[config.mk]
export PLATFORM = sky130hd
export DESIGN_NAME = display_mux
export DESIGN_NICKNAME = d
export VERILOG_FILES = /design/src/rtl/display_mux.sv
export SDC_FILE = /design/constraint.sdc
export NUM_CORES = 1
export LEC_CHECK = 0
export CAP_MARGIN = 30
export CORE_AREA = 2 2 81 83
export CTS_CLUSTER_DIAMETER = 120
export CTS_CLUSTER_SIZE = 28
export DETAILED_ROUTE_END_ITERATION = 6
export DIE_AREA = 0 0 83 85
export GPL_ROUTABILITY_DRIVEN = 1
export PLACE_DENSITY = 0.61
export SYNTH_ARGS = -nofsm -noshare
export SYNTH_HDL_FRONTEND = slang
export SYNTH_SLANG_ARGS = --single-unit
export TNS_END_PERCENT = 5
[constraint.sdc]
create_clock -name clk_i -period 3.1 [get_ports clk_i]
set_input_delay 0.465 -clock clk_i [delete_from_list [all_inputs] [get_ports clk_i]]
set_output_delay 0.465 -clock clk_i [all_outputs]
set_load 0.01 [all_outputs]
[src/rtl/display_mux.sv]
// Multiplexed seven-segment driver: scans DIGITS hex digits, one slot per PRESCALE cycles.
// Define DISPLAY_MUX_LZB_EN to blank leading zeros on every digit except digit 0.
module display_mux #(
  parameter int DIGITS   = 4,
  parameter int PRESCALE = 50000
) (
  input  logic                  clk_i,
  input  logic                  rst_i,
  input  logic [4*DIGITS-1:0]   valor_i,
  input  logic                  load_i,
  input  logic                  enable_i,
  output logic [0:6]            display_o,
  output logic [DIGITS-1:0]     anodo_o,
  output logic [2:0]            digito_o
);

  localparam int              PW        = (PRESCALE > 1) ? $clog2(PRESCALE) : 1;
  localparam logic [PW-1:0]   PRESC_MAX = PW'(PRESCALE - 1);
  localparam logic [2:0]      IDX_MAX   = 3'(DIGITS - 1);

  logic [PW-1:0]         presc_q,   presc_d;
  logic [2:0]            index_q,   index_d;
  logic [4*DIGITS-1:0]   value_q,   value_d;
  logic [0:6]            display_q, display_d;
  logic [DIGITS-1:0]     anodo_q,   anodo_d;
  logic [2:0]            digito_q,  digito_d;

  logic       tick;
  logic [3:0] nibble;
  logic       blank;
  logic [0:6] pattern;
`ifdef DISPLAY_MUX_LZB_EN
  logic       upper_zero;
`endif

  // Scan timing and value capture; a load never disturbs the prescaler or index.
  always_comb begin
    // NOTE: every variable gets a default first so no path leaves it unassigned (no latch).
    tick    = (presc_q == PRESC_MAX);
    presc_d = tick ? '0 : presc_q + PW'(1);
    index_d = index_q;
    if (tick) begin
      index_d = (index_q == IDX_MAX) ? 3'd0 : index_q + 3'd1;
    end
    value_d = load_i ? valor_i : value_q;
  end

  // Digit data for the current index, decoded from the registered value.
  always_comb begin
    nibble = 4'h0;
    for (int k = 0; k < DIGITS; k++) begin
      if (index_q == 3'(k)) nibble = value_q[4*k +: 4];
    end

`ifdef DISPLAY_MUX_LZB_EN
    blank      = 1'b0;
    upper_zero = 1'b1;
    for (int k = DIGITS - 1; k >= 1; k--) begin
      upper_zero = upper_zero && (value_q[4*k +: 4] == 4'h0);
      if ((index_q == 3'(k)) && upper_zero) blank = 1'b1;
    end
`else
    blank = 1'b0;
`endif

    // Literals read left to right as display_o[0:6] = g,f,e,d,c,b,a.
    case (nibble)
      4'h0:    pattern = 7'b0111111;
      4'h1:    pattern = 7'b0000110;
      4'h2:    pattern = 7'b1011011;
      4'h3:    pattern = 7'b1001111;
      4'h4:    pattern = 7'b1100110;
      4'h5:    pattern = 7'b1101101;
      4'h6:    pattern = 7'b1111101;
      4'h7:    pattern = 7'b0000111;
      4'h8:    pattern = 7'b1111111;
      4'h9:    pattern = 7'b1101111;
      4'hA:    pattern = 7'b1110111;
      4'hB:    pattern = 7'b1111100;
      4'hC:    pattern = 7'b0111001;
      4'hD:    pattern = 7'b1011110;
      4'hE:    pattern = 7'b1111001;
      default: pattern = 7'b1110001;
    endcase
    if (blank) pattern = 7'b0000000;

    display_d = enable_i ? pattern : ~pattern;
    for (int k = 0; k < DIGITS; k++) begin
      anodo_d[k] = (index_q != 3'(k));
    end
    digito_d = index_q;
  end

  always_ff @(posedge clk_i or posedge rst_i) begin
    if (rst_i) begin
      presc_q   <= '0;
      index_q   <= 3'd0;
      value_q   <= '0;
      display_q <= 7'b0000000;
      anodo_q   <= '1;
      digito_q  <= 3'd0;
    end else begin
      // NOTE: non-blocking assignments so every flop samples pre-edge values.
      presc_q   <= presc_d;
      index_q   <= index_d;
      value_q   <= value_d;
      display_q <= display_d;
      anodo_q   <= anodo_d;
      digito_q  <= digito_d;
    end
  end

  assign display_o = display_q;
  assign anodo_o   = anodo_q;
  assign digito_o  = digito_q;

endmodule
Word-level counts from Yosys, hierarchy flattened
Memories as Yosys holds them, arrays and structs flattened.
Index checks and enable logic that the tools add are counted.
{"block": "word_totals", "reg_bits": 49, "rom_bits": 112, "inputBits": 20, "out_inout_bits": 14, "elab_cells": 26, "n_memories": 1}
{"block": "op_classes", "add_sub_neg": 2, "n_eq_ne": 7, "n_mux": 7, "bitwise_logic": 1, "n_reduce_logical": 2}
{"memory": "(name not given)", "words": 16, "width": 7, "read_ports": 1, "rd_ports_with_merged_regs": 0, "write_ports": 0, "line_no": "67", "rtl": "case (nibble)"}
{"cell": "adder 16 x 1 -> 16 bit (second input constant)", "count": 1}
{"cell": "equality test 16 bit (second input constant)", "count": 1}
{"cell": "2-to-1 mux 16 bit", "count": 1}
{"cell": "2-to-1 mux 4 bit", "count": 4}
{"cell": "2-to-1 mux 7 bit", "count": 1}
{"cell": "inverter 7 bit", "count": 1}
{"cell": "equality test 3 x 2 -> 1 bit (second input constant)", "count": 2}
{"cell": "inequality test 3 x 2 -> 1 bit (second input constant)", "count": 2}
{"cell": "adder 3 x 1 -> 3 bit (second input constant)", "count": 1}
{"cell": "equality test 3 x 1 -> 1 bit (second input constant)", "count": 1}
{"cell": "zero test 3 bit", "count": 1}
{"cell": "2-to-1 mux 3 bit", "count": 1}
{"cell": "inequality test 3 x 1 -> 1 bit (second input constant)", "count": 1}
{"cell": "nonzero test 3 bit", "count": 1}

Logic depth before layout (Yosys ltp)
Gate-level depths: netlist (run 1).
An unclocked memory read counts as a cell.
{"block": "depth", "depth_word": 8, "ltp_mapped": 11, "ltp_nobuf": 10}

Worst setup path before layout (run 1)
Ideal clock, no wire load.
{"block": "synth_path", "kind": "register -> register", "startpoint": "register index_q[1] (netlist: digito_d[1])", "endpoint": "register display_q (netlist bit display_o[2])", "setup_time_ps": 136, "t_arrival_ps": 2248, "path_slack_ps": 716, "stages_incl_launch_ff": 11, "path_buffers": 1, "period_less_slack_ps": 2384, "path_cell_list": "dfrtp_1 -> inv_1 -> ha_1 -> buf_4 -> nand3b_1 -> a311o_1 -> or2_2 -> ha_1 -> mux2_4 -> a21oi_2 -> xnor2_1"}
{"block": "synth_between", "elab_chain_cells": 8}
{"element": "from (decl)", "line_no": "22", "rtl": "logic [2:0] index_q, index_d;"}
{"element": "from (signal assigned)", "line_no": "105", "rtl": "index_q <= index_d;"}
{"element": "zero test 3 bit", "line_no": "52", "rtl": "if (index_q == 3'(k)) nibble = value_q[4*k +: 4];"}
{"element": "2-to-1 mux 4 bit (3 in a row)", "line_no": "52"}
{"element": "2-to-1 mux 4 bit *", "line_no": "52"}
{"element": "memory read (16 x 7 bit) *"}
{"element": "inverter 7 bit", "line_no": "87", "rtl": "display_d = enable_i ? pattern : ~pattern;"}
{"element": "2-to-1 mux 7 bit *", "line_no": "87"}
{"element": "net display_d, one bit", "line_no": "24", "rtl": "logic [0:6] display_q, display_d;"}
{"element": "to (signal assigned)", "line_no": "107", "rtl": "display_q <= display_d;"}
{"element": "to (decl)", "line_no": "24"}
The timed path passes the listed nets; every way through them passes the cells marked *.
A chain may end at the register's enable or synchronous reset.

Worst setup path in the final report (run 1)
{"block": "layout_path", "startpoint": "register index_q[1] (netlist: digito_d[1])", "endpoint": "register display_q (netlist bit display_o[6])"}
Same word-level chain as after synthesis.

==> results.toml, run 1 <==
[pwr]
p_sw_uw = 317
p_seq_share_pct = 54.4
power.density_mw_per_mm2 = 444
clkPwrFrac_pct = 28.5
swShare_pct = 24.7
p_comb_share_pct = 17.1
intPower_uw = 967
ir_drop_mv = 0.199
leakagePower_uw = 0.00124

[clock_network]
cts_buffer_depth = 2
h-tree-depth = 2
clk_latency_ns = 0.30
root_buffer = "clkbuf_8"
cts_resized = 0
cts_tree = "yes"
cts_buffers = 5
clkSlewWorstSetupHoldPaths_ns = 0.09
cts_setup_buffers = 0
postCtsHoldBufs = 0
cts.sinks = 49

[final_layout]
layout_common_cells = "dfrtp_1 (45), clkdlybuf4s50_1 (33), mux2_2 (16), nand2_1 (15)"
num_antenna_cells = 0
syn2layout_area_growth_pct = 20.5
final_common_cell = "dfrtp_1"
fin_cells = 317
fin_area_sq_mm = 0.00289
drive_gt1_share_pct = 15.4
layout.nets = 270

[synth]
synth_top_family_by_area = "simple AND/OR/NAND/NOR gates"
syn-cell-area_sq_mm = 0.00240
ys_ff_latch = 49
async_reset_ff_share_pct = 100
synth-simple-area-share_pct = 17.0
synth_mux_area_share_pct = 10.2
synth-xor-area-share_pct = 6.93
synth-seq-area-share_pct = 51.3
yosys.area_share.adder_pct = 5.73
avgSynthCellArea_sq_um = 11.6
syn_inst = 207
synth_nets = 238
synthFlopType = "dfrtp_1"
yosysWarnings = 0
synth-compound-area-share_pct = 6.09
ys_types = 48
synth_edf_count = 0

[run_status]
status = "finished clean"

[setup_path]
critPathCaptureType = "flip-flop"
slowest_stage = "dfrtp_1"
critPathMaxStageDelay_ns = 0.42
crit_required_ns = 3.32
start_kind = "flip-flop"
cp_common_cell = "ha_1"
crit_fanout = 9
crit_chain = "inv_1 > ha_1 > nand2_1 > a311o_1 > or2_2 > ha_1 > or3_1 > o221ai_1 > xnor2_1"
arrival_ns = 2.82
path_class = "flip-flop to flip-flop"

[detailed_routing]
first_pass_iters = 4
drc_errors = 0
wl_per_cell_microns = 13.1
totalWireLength_microns = 4150
ant_nets = 0
avgViaCountPerCell = 4.75
vias = 1507
drt_iter0_drc = 85

[hold_path]
hold_path.class = "primary input to asynchronous set/reset pin"

[timing]
finalSetupViolCount = 0
worstMarginPinSlew_ns = 0.695
finalCriticalPeriod_ns = 2.60
fmax_ghz = 0.385
finalHoldViolCount = 0
maxSlewViolCount = 0
tns_ns = 0
fin_skew_ns = 0.00473
setup_ws_ns = 0.504
post-route-period-util_pct = 83.7
max_slew_margin_pct = 53.6
rsz0062_at_grt = "no"

[global_route]
overflow = 0
grt_pass1_vias = 1437
antenna_found_initial = 0
grt_first_pass_wirelength_microns = 7180
grt_max_degree = 36
gr-usage-all-layers_pct = 12.8

[floorplan]
coreArea_sq_mm = 0.00620
placementRows = 29
start_util_pct = 38.7
die_h_microns = 85
die_area_sq_mm = 0.00706
dieWidth_microns = 83
io_pins = 34

[place]
place.gp.congestion = 0.759
place_area_sq_mm = 0.00281
dpl.hpwl_microns = 3150
dp.cells = 309
numPortBuffers = 33
pre_cts_ws_ns = 0.528

[job]
maxCapViolations = 0
[per-layer routing]
metal  wire, microns  share of wire, %  vias to the layer above  track usage [%]
li1                -                 -                      769                -
met1            2070                50                      705             17.9
met2            1880                45                       28             19.1
met3             142               3.4                        5             3.79
met4              54               1.3                        0             4.02
met5               0                 0                        -                0
[power by group through the flow]
stage          logic [uW]  registers [uW]  clock network [uW]
2_1_floorplan         124             718                   0
3_3_place_gp          216             712                   0
3_5_place_dp          221             713                   0
4_1_cts               222             700                 385
5_1_grt               242             705                 422
6_report              219             699                 367
[path summary, 6_finish.rpt]
path / start / to / slack [ns] / cells past startpoint
worst min register to register: digito_d[1] / digito_o[1] / 0.45 / 0
worst min-delay path: rst_i / display_o[5] / 0.44 / 2
worst max register to register: digito_d[1] / display_o[6] / 0.50 / 9
min in group clk_i: digito_d[1] / digito_o[1] / 0.45 / 0
max in group asynchronous: rst_i / anodo_o[3] / 1.99 / 4
worst max-delay path: digito_d[1] / display_o[6] / 0.50 / 9
[layout make-up]
cell class | instances | area (sq um)
inverter | 5 | 18.8
fill | 553 | 3310
timing repair buffer | 35 | 358
sequential | 49 | 1230
tap | 77 | 96.3
clock buffer | 6 | 72.6
multi-input combinational | 143 | 1100
clock inverter | 2 | 13.8
[stage by stage]
stage / hold slack (ns) / utilization [%] / power, uW
final: 0.441 / 46.6 / 1280
after global placement: 0.415 / 44.9 / 928
after detailed placement: 0.427 / 45.3 / 934
after CTS: 0.443 / 46.6 / 1310
after global routing: 0.465 / 46.6 / 1370
after floorplan: 0.352 / - / 841
[sequential cells by signal (all words and copies together), names as in the netlist]
name and flops:
presc_q 16, anodo_o 4, display_o 7, digito_o 3, value_q 16, digito_d 3
[cell families (layout without fill, tap and decap cells)]
family | count (synthesis) | count (layout)
DFF | 49 | 49
buffers and inverters | 15 | 48
AOI/OAI and AO/OA | 20 | 20
xor gates and xnor gates | 19 | 19
and+or+nand+nor | 71 | 71
adders and majority gates | 11 | 11
muxes | 22 | 22
[synth_stat cells (2+ instances only)]
library cell / number / area share, %
and2_1: 2 / 0.52
and4_1: 2 / 0.73
and3_1: 4 / 1.0
xnor2_1: 11 / 4.0
dfrtp_1: 45 / 47
dfstp_2: 4 / 4.4
mux2i_1: 5 / 2.1
mux2_2: 16 / 7.5
ha_1: 11 / 5.7
xor2_1: 8 / 2.9
or3_1: 2 / 0.52
nand2_1: 15 / 2.3
nor3_1: 4 / 0.83
clkbuf_1: 6 / 0.94
nor2_1: 8 / 1.3
buf_1: 2 / 0.31
nor2b_1: 6 / 1.6
inv_1: 5 / 0.78
nand2b_1: 5 / 1.3
nand3_1: 9 / 1.9
nor3b_1: 4 / 1.3
o21ai_0: 6 / 1.3
a21oi_1: 2 / 0.42
[critical path: cells and delay by family (launching register included)]
family | cells | cell delay [ns]
flops | 1 | 0.42
compound gates | 2 | 0.47
buf+inv | 1 | 0.11
fa+ha+maj | 2 | 0.57
simple gates | 3 | 0.80
xor+xnor | 1 | 0.15
(Power assumes the default switching activity.)
==> run 2, diff against run 1 <==
--- a/config.mk
+++ b/config.mk
@@ -12,7 +12,7 @@
 export DETAILED_ROUTE_END_ITERATION = 6
 export DIE_AREA = 0 0 83 85
 export GPL_ROUTABILITY_DRIVEN = 1
-export PLACE_DENSITY = 0.61
+export PLACE_DENSITY = 0.64
 export SYNTH_ARGS = -nofsm -noshare
 export SYNTH_HDL_FRONTEND = slang
 export SYNTH_SLANG_ARGS = --single-unit
==> constraint.sdc (replaced) <==
create_clock -name clk_i -period 2.2 [get_ports clk_i]
set_input_delay 0.33 -clock clk_i [delete_from_list [all_inputs] [get_ports clk_i]]
set_output_delay 0.33 -clock clk_i [all_outputs]
set_load 0.01 [all_outputs]
==> results.toml, run 2 (same netlist as run 1, synthesis figures left out) <==
[run_status]
status = "finished, violations left"
violations = "setup timing"

[floorplan]
placementRows = 29
start_util_pct = 38.7
dieWidth_microns = 83
coreArea_sq_mm = 0.00620
io_pins = 34
die_area_sq_mm = 0.00706
die_h_microns = 85

[place]
dp.cells = 333
numPortBuffers = 33
pre_cts_ws_ns = -0.246
place.gp.congestion = 0.765
dpl.hpwl_microns = 3360

[timing]
rsz0062_at_grt = "yes"
setup_ws_ns = -0.110
max_slew_margin_pct = 70.4
finalSetupViolCount = 7
finalHoldViolCount = 0
maxSlewViolCount = 0
finalCriticalPeriod_ns = 2.31
tns_ns = -0.561
fin_skew_ns = 0.00829
post-route-period-util_pct = 105
worstMarginPinSlew_ns = 0.444
fmax_ghz = 0.433

[final_layout]
final_common_cell = "dfrtp_1"
num_antenna_cells = 0
layout_common_cells = "dfrtp_1 (43), clkdlybuf4s50_1 (33), buf_4 (28), mux2_2 (16), nand2_1 (14)"
layout.nets = 299
drive_gt1_share_pct = 31.6
fin_cells = 346
syn2layout_area_growth_pct = 34.6
nFillCells = 553

[pwr]
leakagePower_uw = 0.00139
power.density_mw_per_mm2 = 585
ir_drop_mv = 0.387

[setup_path]
arrival_ns = 2.53
start_kind = "flip-flop"
cp_common_cell = "ha_4"
crit_chain = "inv_4 > ha_4 > nand2_2 > o211a_1 > or4_4 > ha_4 > or3_1 > o221ai_2 > xnor2_1"
critPathMaxStageDelay_ns = 0.51
slowest_stage = "or4_4"
crit_required_ns = 2.42
path_class = "flip-flop to flip-flop"
crit_fanout = 6
critPathCaptureType = "flip-flop"

[detailed_routing]
avgViaCountPerCell = 4.92
met3WireLength_microns = 181
first_pass_iters = 4
drt_iter0_drc = 76
wl_per_cell_microns = 13.0
ant_nets = 0
wl_met2_microns = 2240
totalWireLength_microns = 4510
drt-met1-wl_microns = 2030
drc_errors = 0
top_layer_used = "met4"
vias = 1704

[global_route]
grt_max_degree = 23
grt_first_pass_wirelength_microns = 7760
grt_pass1_vias = 1692
overflow = 0
gr-usage-all-layers_pct = 13.6
antenna_found_initial = 0

[clock_network]
postCtsHoldBufs = 0
h-tree-depth = 2
cts_buffers = 5
cts_tree = "yes"
clk_latency_ns = 0.30
clkSlewWorstSetupHoldPaths_ns = 0.09
cts.sinks = 49
cts_buffer_depth = 2
root_buffer = "clkbuf_8"

[hold_path]
hold_path.class = "primary input to asynchronous set/reset pin"

[job]
maxCapViolations = 0
## run 2: cell count changes in the layout (fill, tap and decap cells not counted), moves of 2 or more
cell / before / now
buf_4: 1 / 28
buf_6: 0 / 3
dfrtp_1: 45 / 43
dfrtp_2: 0 / 2
ha_1: 11 / 3
ha_2: 0 / 2
ha_4: 0 / 6
inv_1: 4 / 0
inv_4: 0 / 4
## run 2: cell type report
type	instances	area (sq um)	area share, %
sequential	49	1230	38.1
multi-input combinational	143	1210	37.3
timing repair buffer	64	574	17.8
tap	77	96.3	2.98
clock buffer	7	86.3	2.67
inverter	5	28.8	0.890
clock inverter	1	7.51	0.232
## run 2: per-stage QoR
step	cell area [sq um]	hold slack (ns)	utilization, %	total power [uW]
after detailed placement	3020	0.476	48.6	1350
final	3230	0.355	52.1	1890
after CTS	3170	0.365	51.0	1910
after floorplan	2450	0.352	-	1200
after global routing	3230	0.402	52.1	1990
after global placement	3020	0.469	48.6	1350
## run 2: routing by layer
layer | global-route usage (%) | vias to the layer above
li1 | - | 831
met2 | 22.8 | 37
met3 | 3.50 | 6
met4 | 4.92 | 0
met1 | 17.1 | 830
met5 | 0 | -
## run 2: worst max-delay path, delay by kind of cell, from the launching register on
kind / cells / cell delay, ns
and+or+nand+nor: 3 / 0.89
DFF: 1 / 0.47
adders and majority gates: 2 / 0.35
AOI/OAI and AO/OA: 2 / 0.29
xor gates and xnor gates: 1 / 0.13
buffers and inverters: 1 / 0.10
## run 2: path summary, 6_finish.rpt
| path | startpoint | endpoint | slack, ns | depth (start not counted) |
|---|---|---|---|---|
| setup / recovery | digito_d[0] | display_o[6] | -0.11 | 9 |
| hold / removal | rst_i | presc_q[9] | 0.35 | 2 |
| setup reg to reg | digito_d[0] | display_o[6] | -0.11 | 9 |
| hold reg to reg | presc_q[15] | presc_q[15] | 0.48 | 1 |
| max in group asynchronous | rst_i | anodo_o[2] | 1.22 | 3 |
| min in group clk_i | presc_q[15] | presc_q[15] | 0.48 | 1 |
## run 2: timing repair
| item | in CTS | in global routing |
|---|---|---|
| pin swaps | 6 | 5 |
| resized for setup | 10 | 12 |
| setup buffers | 3 | 2 |
| setup endpoints to repair | 7 | 7 |
## run 2: report_power, final
group | leakage, uW | switching, uW | internal (uW)
clock | 0.0000445 | 286 | 256
sequential | 0.000600 | 24.8 | 959
combinational | 0.000742 | 150 | 219
